`src/rtl/rggen_bit_field_clear_initiator.sv`:
```
// rtl/rggen_bit_field_clear_initiator.sv - request/response initiator for clear-type rggen bit fields
// Optional post-clear readback cycle: define RGGEN_BIT_FIELD_CLEAR_INITIATOR_READBACK_EN
module rggen_bit_field_clear_initiator #(
    parameter logic [1:0] CLEAR_VALUE = 2'b00,
    parameter int         WIDTH       = 8,
    parameter int         COUNT_WIDTH = 16
) (
    input  logic                   i_clk,
    input  logic                   i_rst_n,
    input  logic                   i_req_valid,
    output logic                   o_req_ready,
    input  logic                   i_req_read,
    input  logic [WIDTH-1:0]       i_req_mask,
    output logic                   o_resp_valid,
    input  logic                   i_resp_ready,
    output logic [WIDTH-1:0]       o_resp_data,
`ifdef RGGEN_BIT_FIELD_CLEAR_INITIATOR_READBACK_EN
    output logic [WIDTH-1:0]       o_resp_post,
`endif
    output logic [COUNT_WIDTH-1:0] o_clear_count,
    output logic                   bit_field_valid,
    output logic [WIDTH-1:0]       bit_field_write_data,
    output logic [WIDTH-1:0]       bit_field_write_mask,
    input  logic [WIDTH-1:0]       bit_field_read_data
);

    localparam logic [1:0] IDLE     = 2'd0;
    localparam logic [1:0] ACCESS   = 2'd1;
`ifdef RGGEN_BIT_FIELD_CLEAR_INITIATOR_READBACK_EN
    localparam logic [1:0] READBACK = 2'd2;
`endif
    localparam logic [1:0] RESPONSE = 2'd3;

    logic [1:0]       state;
    logic [1:0]       state_next;
    logic             req_read_q;
    logic [WIDTH-1:0] req_mask_q;
    logic             clear_hit;
    logic             accept;

    assign accept       = (state == IDLE) && i_req_valid && o_req_ready;
    // A zero mask degenerates into a pure read so the field is never touched.
    assign clear_hit    = !req_read_q && (req_mask_q != '0);
    assign o_resp_valid = (state == RESPONSE);

    always_comb begin
        state_next = state;
        case (state)
            IDLE:     if (accept) state_next = ACCESS;
`ifdef RGGEN_BIT_FIELD_CLEAR_INITIATOR_READBACK_EN
            ACCESS:   state_next = READBACK;
            READBACK: state_next = RESPONSE;
`else
            ACCESS:   state_next = RESPONSE;
`endif
            RESPONSE: if (i_resp_ready) state_next = IDLE;
            default:  state_next = IDLE;
        endcase
    end

    always_comb begin
        bit_field_valid      = 1'b0;
        bit_field_write_data = '0;
        bit_field_write_mask = '0;
        if (state == ACCESS) begin
            bit_field_valid = 1'b1;
            if (clear_hit) begin
                if (CLEAR_VALUE[1]) begin
                    bit_field_write_mask = '1;
                    bit_field_write_data = '0;
                end else if (CLEAR_VALUE[0]) begin
                    bit_field_write_mask = req_mask_q;
                    bit_field_write_data = req_mask_q;
                end else begin
                    bit_field_write_mask = req_mask_q;
                    bit_field_write_data = ~req_mask_q;
                end
            end
        end
`ifdef RGGEN_BIT_FIELD_CLEAR_INITIATOR_READBACK_EN
        if (state == READBACK) begin
            bit_field_valid = 1'b1;
        end
`endif
    end

    always_ff @(posedge i_clk or negedge i_rst_n) begin
        if (!i_rst_n) begin
            state         <= IDLE;
            o_req_ready   <= 1'b0;
            req_read_q    <= 1'b0;
            req_mask_q    <= '0;
            o_resp_data   <= '0;
            o_clear_count <= '0;
        end else begin
            state       <= state_next;
            o_req_ready <= (state_next == IDLE);
            if (accept) begin
                req_read_q <= i_req_read;
                req_mask_q <= i_req_mask;
            end
            if (state == ACCESS) begin
                o_resp_data <= bit_field_read_data;
                if (clear_hit && (o_clear_count != '1)) begin
                    o_clear_count <= o_clear_count + 1'b1;
                end
            end
        end
    end

`ifdef RGGEN_BIT_FIELD_CLEAR_INITIATOR_READBACK_EN
    always_ff @(posedge i_clk or negedge i_rst_n) begin
        if (!i_rst_n) begin
            o_resp_post <= '0;
        end else if (state == READBACK) begin
            o_resp_post <= bit_field_read_data;
        end
    end
`endif

endmodule

```
`config.mk`:
```
export PLATFORM = sky130hd
export DESIGN_NAME = rggen_bit_field_clear_initiator
export DESIGN_NICKNAME = d
export VERILOG_FILES = /design/src/rtl/rggen_bit_field_clear_initiator.sv
export SDC_FILE = /design/constraint.sdc
export NUM_CORES = 1
export LEC_CHECK = 0
export ABC_AREA = 1
export CAP_MARGIN = 10
export CORE_ASPECT_RATIO = 0.6
export CORE_MARGIN = 5
export CORE_UTILIZATION = 55
export DETAILED_ROUTE_END_ITERATION = 10
export DONT_BUFFER_PORTS = 1
export PLACE_DENSITY = 0.73
export SLEW_MARGIN = 20
export SYNTH_ARGS = -nofsm -noshare
export SYNTH_HDL_FRONTEND = slang
export SYNTH_SLANG_ARGS = --single-unit
export TNS_END_PERCENT = 1
```
`constraint.sdc`:
```
create_clock -name i_clk -period 1.57 [get_ports i_clk]
set_input_delay 0.314 -clock i_clk [delete_from_list [all_inputs] [get_ports i_clk]]
set_output_delay 0.314 -clock i_clk [all_outputs]
set_load 0.02 [all_outputs]
```
# After elaboration in Yosys (flattened, before gate mapping)
# Cells that the tools add are included.
# Widths: inputs -> output; s select.
[word_totals]
mem_bits_ro = 0
register_bits = 36
elab_cells = 28
memories = 0
latch_bits = 0
ram_bits = 0
out_inout_bits = 43
inputBits = 21
[op_classes]
n_mux = 8
eq_ne = 3
reduce_logical = 9
magnitude_cmp = 0
shift = 0
div_mod_pow = 0
addsub = 1
bitwise = 1
multipliers = 0
[ops]
columns = ["op", "count"]
rows = [
  ["$mux 8", 4],
  ["$add 16x1->16 const B", 1],
  ["$ne 16x16->1 const B", 1],
  ["$not 8->8", 1],
  ["$reduce_bool 8->1", 1],
  ["$pmux 2 s3", 1],
  ["$logic_and 1x1->1", 4],
  ["$logic_not 2->1", 2],
  ["$mux 2", 2],
  ["$eq 2x1->1 const B", 1],
  ["$eq 2x2->1 const B", 1],
  ["$reduce_and 2->1", 1],
  ["$logic_not 1->1", 1],
  ["$mux 1", 1],
]

# Logic depth before layout (Yosys ltp)
[depth]
ltp_word = 6
mapped_depth = 10
depth_no_buf = 9

# Worst setup path before layout
# Ideal clock, no wire load.
[synth_timing]
path_kind = "reg-to-reg"
start = "reg o_clear_count[0]"
end = "reg o_clear_count[3]"
required_time_ns = 1.453
stages_incl_launch_ff = 10
arrival_time_ns = 1.520
synth_period_minus_slack_ns = 1.636
path_slack_ns = -0.066
setup_ns = 0.117
path_buffers = 1
path_cell_list = "dfrtp_1 ha_1 inv_2 nor2_4 nand2_4 nor2_4 nor2_4 buf_6 nand2_1 nand2_1"
[synth_via]
elab_chain_len = 3
word_cells_on_any_way = 4
classes_between = "add/sub (1); eq/ne (1); reduce/logical (2)"
[synth_rtl]
columns = ["element", "line_no", "source"]
rows = [
  ["from (decl)", "20", "output logic [COUNT_WIDTH-1:0] o_clear_count,"],
  ["from (signal assigned)", "105", "o_clear_count <= o_clear_count + 1'b1;"],
  ["branches (longest 3 deep; another with $add 16x1->16)", "--", ""],
]
# Several ways; the timed one is not identified.
# A chain may end at the register's enable or synchronous reset.

# Worst setup path after layout
[layout_timing]
start = "reg req_mask_q[6]"
end = "out bit_field_write_data[4]"
[layout_via]
elab_chain_len = 4
[layout_rtl]
columns = ["element", "line_no", "source"]
rows = [
  ["from (decl)", "37", "logic [WIDTH-1:0] req_mask_q;"],
  ["from (signal assigned)", "100", "req_mask_q <= i_req_mask;"],
  ["$reduce_bool 8->1", "43", "assign clear_hit = !req_read_q && (req_mask_q != '0);"],
  ["$logic_and 1x1->1", "43", ""],
  ["$mux 8", "67", "if (clear_hit) begin"],
  ["$mux 8", "65", "if (state == ACCESS) begin"],
  ["to (decl)", "22", "output logic [WIDTH-1:0] bit_field_write_data,"],
]
# No other way between the ends.

==> flow_metrics.tcl <==
set metrics [dict create \
    status "finished, violations left" \
    violations "negative setup slack" \
    htreeDepth 2 \
    synth_most_common_cell "nand2_1" \
    drv_cap 0 \
    grt_pass1_vias 1747 \
    die-area_um2 4940 \
    drive_gt1_frac 0.291 \
    min_path_type "in -> reg" \
    finalClockSkew_ns 0.0120 \
    drtAntennaViolNets 0 \
    path_buf_inv 3 \
    yosys_warnings 0 \
    routedWlPerCell_um 15.1 \
    clkTransAtPathRegs_ns 0.08 \
    fin_setup_tns_ns -3.91 \
    vias_per_cell 5.25 \
    setup_violations 29 \
    syn_nets 291 \
    powerDensity_nw_per_um2 1780 \
    fillCellCount 235 \
    gr-usage-all-layers 0.216 \
    port_buffers 0 \
    fmax_mhz 542 \
    overflow 0 \
    finalPower_mw 4.68 \
    clock_latency_ns 0.30 \
    synth_top_cells_by_area "dfrtp_1 (45%), nand2_1 (22%), nor2_1 (7.6%), inv_1 (4.4%), nand3_1 (2.8%)" \
    worstSetupPathType "reg -> out" \
    slew_headroom 0.783 \
    cts_sinks 36 \
    crit_slowest_cell "dfrtp_1" \
    grt_max_degree 37 \
    die_h_um 56.5 \
    drv_slew 0 \
    core_area_um2 3360 \
    rsz0062_at_grt "true" \
    seq_area_frac_synth 0.455 \
    path_cells "nor2_1 -> nand2_1 -> inv_1 -> nand2_2 -> nand3_4 -> buf_12 -> nor2_2 -> buf_6" \
    p_leak_nw 1.34 \
    dr.pass1.iters 4 \
    cts_buffers 5 \
    finalNetCount 344 \
    grt_pass1_wl_um 8310 \
    period_needed_ns 1.84 \
    worst_pin_slew_ns 0.324 \
    clk_path_buf_depth 2 \
    vdd_ir_drop_max_v 0.00129 \
    fin_area_um2 2630 \
    holdWs_ns 0.132 \
    dpl_worst_slack_ns 0.0819 \
    antenna_found_initial 0 \
    end_kind "primary output" \
    num_vias 1932 \
    postSynthAreaPerCell_um2 7.37 \
    yosys.area.top_type "dfrtp_1" \
    path_max_fanout 8 \
    cpPeakStageDelay_ns 0.41 \
    hpwl_um 3500 \
    instances_no_fill 368 \
    synth_top_area_frac 0.455 \
    drc 0 \
    crit_arrival_ns 1.53 \
    final_hold_viol_count 0 \
    syn_area_um2 1980 \
    yosys-top-cells-count "nand2_1 (117), nor2_1 (40), dfrtp_1 (36), inv_1 (23), nand3_1 (11)" \
    post-place-cells 347 \
    fp.dieW_um 87.5 \
    syn_to_final_growth_pct 32.7 \
    finalWorstSetupSlack_ns -0.274 \
    initial_utilization 0.589 \
    cts_tree "yes" \
    synth-edff-count 0 \
    routabilityCongestion 0.844 \
    start_kind "register" \
    synth_seq_cells 36 \
    drt-total-wl_um 5570 \
    synth-async-reset-ratio 1.00 \
    cpLargestDelayFamily "simple AND/OR/NAND/NOR gates" \
    syn_inst 269 \
    cts-root-buf "clkbuf_8" \
    fp-row-count 16 \
    insertedDiodeCount 0 \
    regArea_um2 902 \
    ios 64 \
    drtIter0Drc 106 \
    cp.required_ns 1.26 \
    ys.flop_type "dfrtp_1" \
    synth.distinct_cells 24 \
    utilization 0.782 \
    period_share 1.17 \
    placed_cell_area_um2 2290 \
    multi_input_area_um2 987 \
]
worst paths after layout:
path,start,endpoint,slack (ns),depth (start not counted)
worst max register to register,req_mask_q[6]$_DFFE_PN0P_,o_clear_count[8]$_DFFE_PN0P_,-0.04,10
min in group asynchronous,i_rst_n,o_resp_data[4]$_DFFE_PN0P_,0.46,2
worst min register to register,req_mask_q[2]$_DFFE_PN0P_,req_mask_q[2]$_DFFE_PN0P_,0.60,2
worst max-delay path,req_mask_q[6]$_DFFE_PN0P_,bit_field_write_data[4],-0.27,8
worst min-delay path,bit_field_read_data[4],o_resp_data[4]$_DFFE_PN0P_,0.13,2
max in group asynchronous,i_rst_n,o_resp_data[0]$_DFFE_PN0P_,0.91,2
layer usage:
layer,vias to the layer above,share of wire,global-route usage
met2,71,0.46,0.318
met1,932,0.44,0.308
li1,919,-,-
met3,10,0.083,0.0556
met4,0,0.016,0.0722
met5,-,0,0
layout make-up:
class	instances	area share
multi-input combinational	201	0.375
clock buffer	8	0.0381
inverter	27	0.0404
tap	45	0.0214
sequential	36	0.343
timing repair buffer	51	0.182
registers in the layout, summed over array words and instances (netlist names):
register       cells
o_clear_count     16
state              2
req_read_q         1
req_mask_q         8
o_req_ready        1
o_resp_data        8
logic make-up (layout without fill, tap and decap cells):
group | count (synthesis) | after routing | share of synthesized area
adders and majority gates | 1 | 1 | 0.00631
xor gates and xnor gates | 7 | 7 | 0.0309
and+or+nand+nor | 182 | 182 | 0.408
DFF | 36 | 36 | 0.455
AOI/OAI and AO/OA | 11 | 11 | 0.0278
buffers and inverters | 32 | 86 | 0.0726
power breakdown:
| part | switching (mW) | internal (mW) |
|---|---|---|
| sequential | 0.405 | 1.23 |
| clock | 0.342 | 0.401 |
| combinational | 1.36 | 0.939 |
| total | 2.11 | 2.57 |
cell usage in the layout (no fill, tap or decap), types with 2 or more instances in the layout:
cell type  instances
buf_12             2
nor2_1            24
nor2_4             5
nand2_1          116
inv_2              6
nand3_1           11
nand2_4            2
nand3_4            2
dfrtp_1           35
buf_6             18
nor2_2            16
o21ai_0            9
nand4_1            3
buf_4             30
clkbuf_8           7
inv_1             19
xnor2_1            4
xor2_1             3
what timing repair did:
item,in CTS,in global routing
pin swaps,4,11
gates resized for setup,8,36
setup endpoints to repair,16,30
hold buffers,2,0
hold endpoints to repair,36,0
setup buffers,8,3
(Power assumes the default switching activity.)
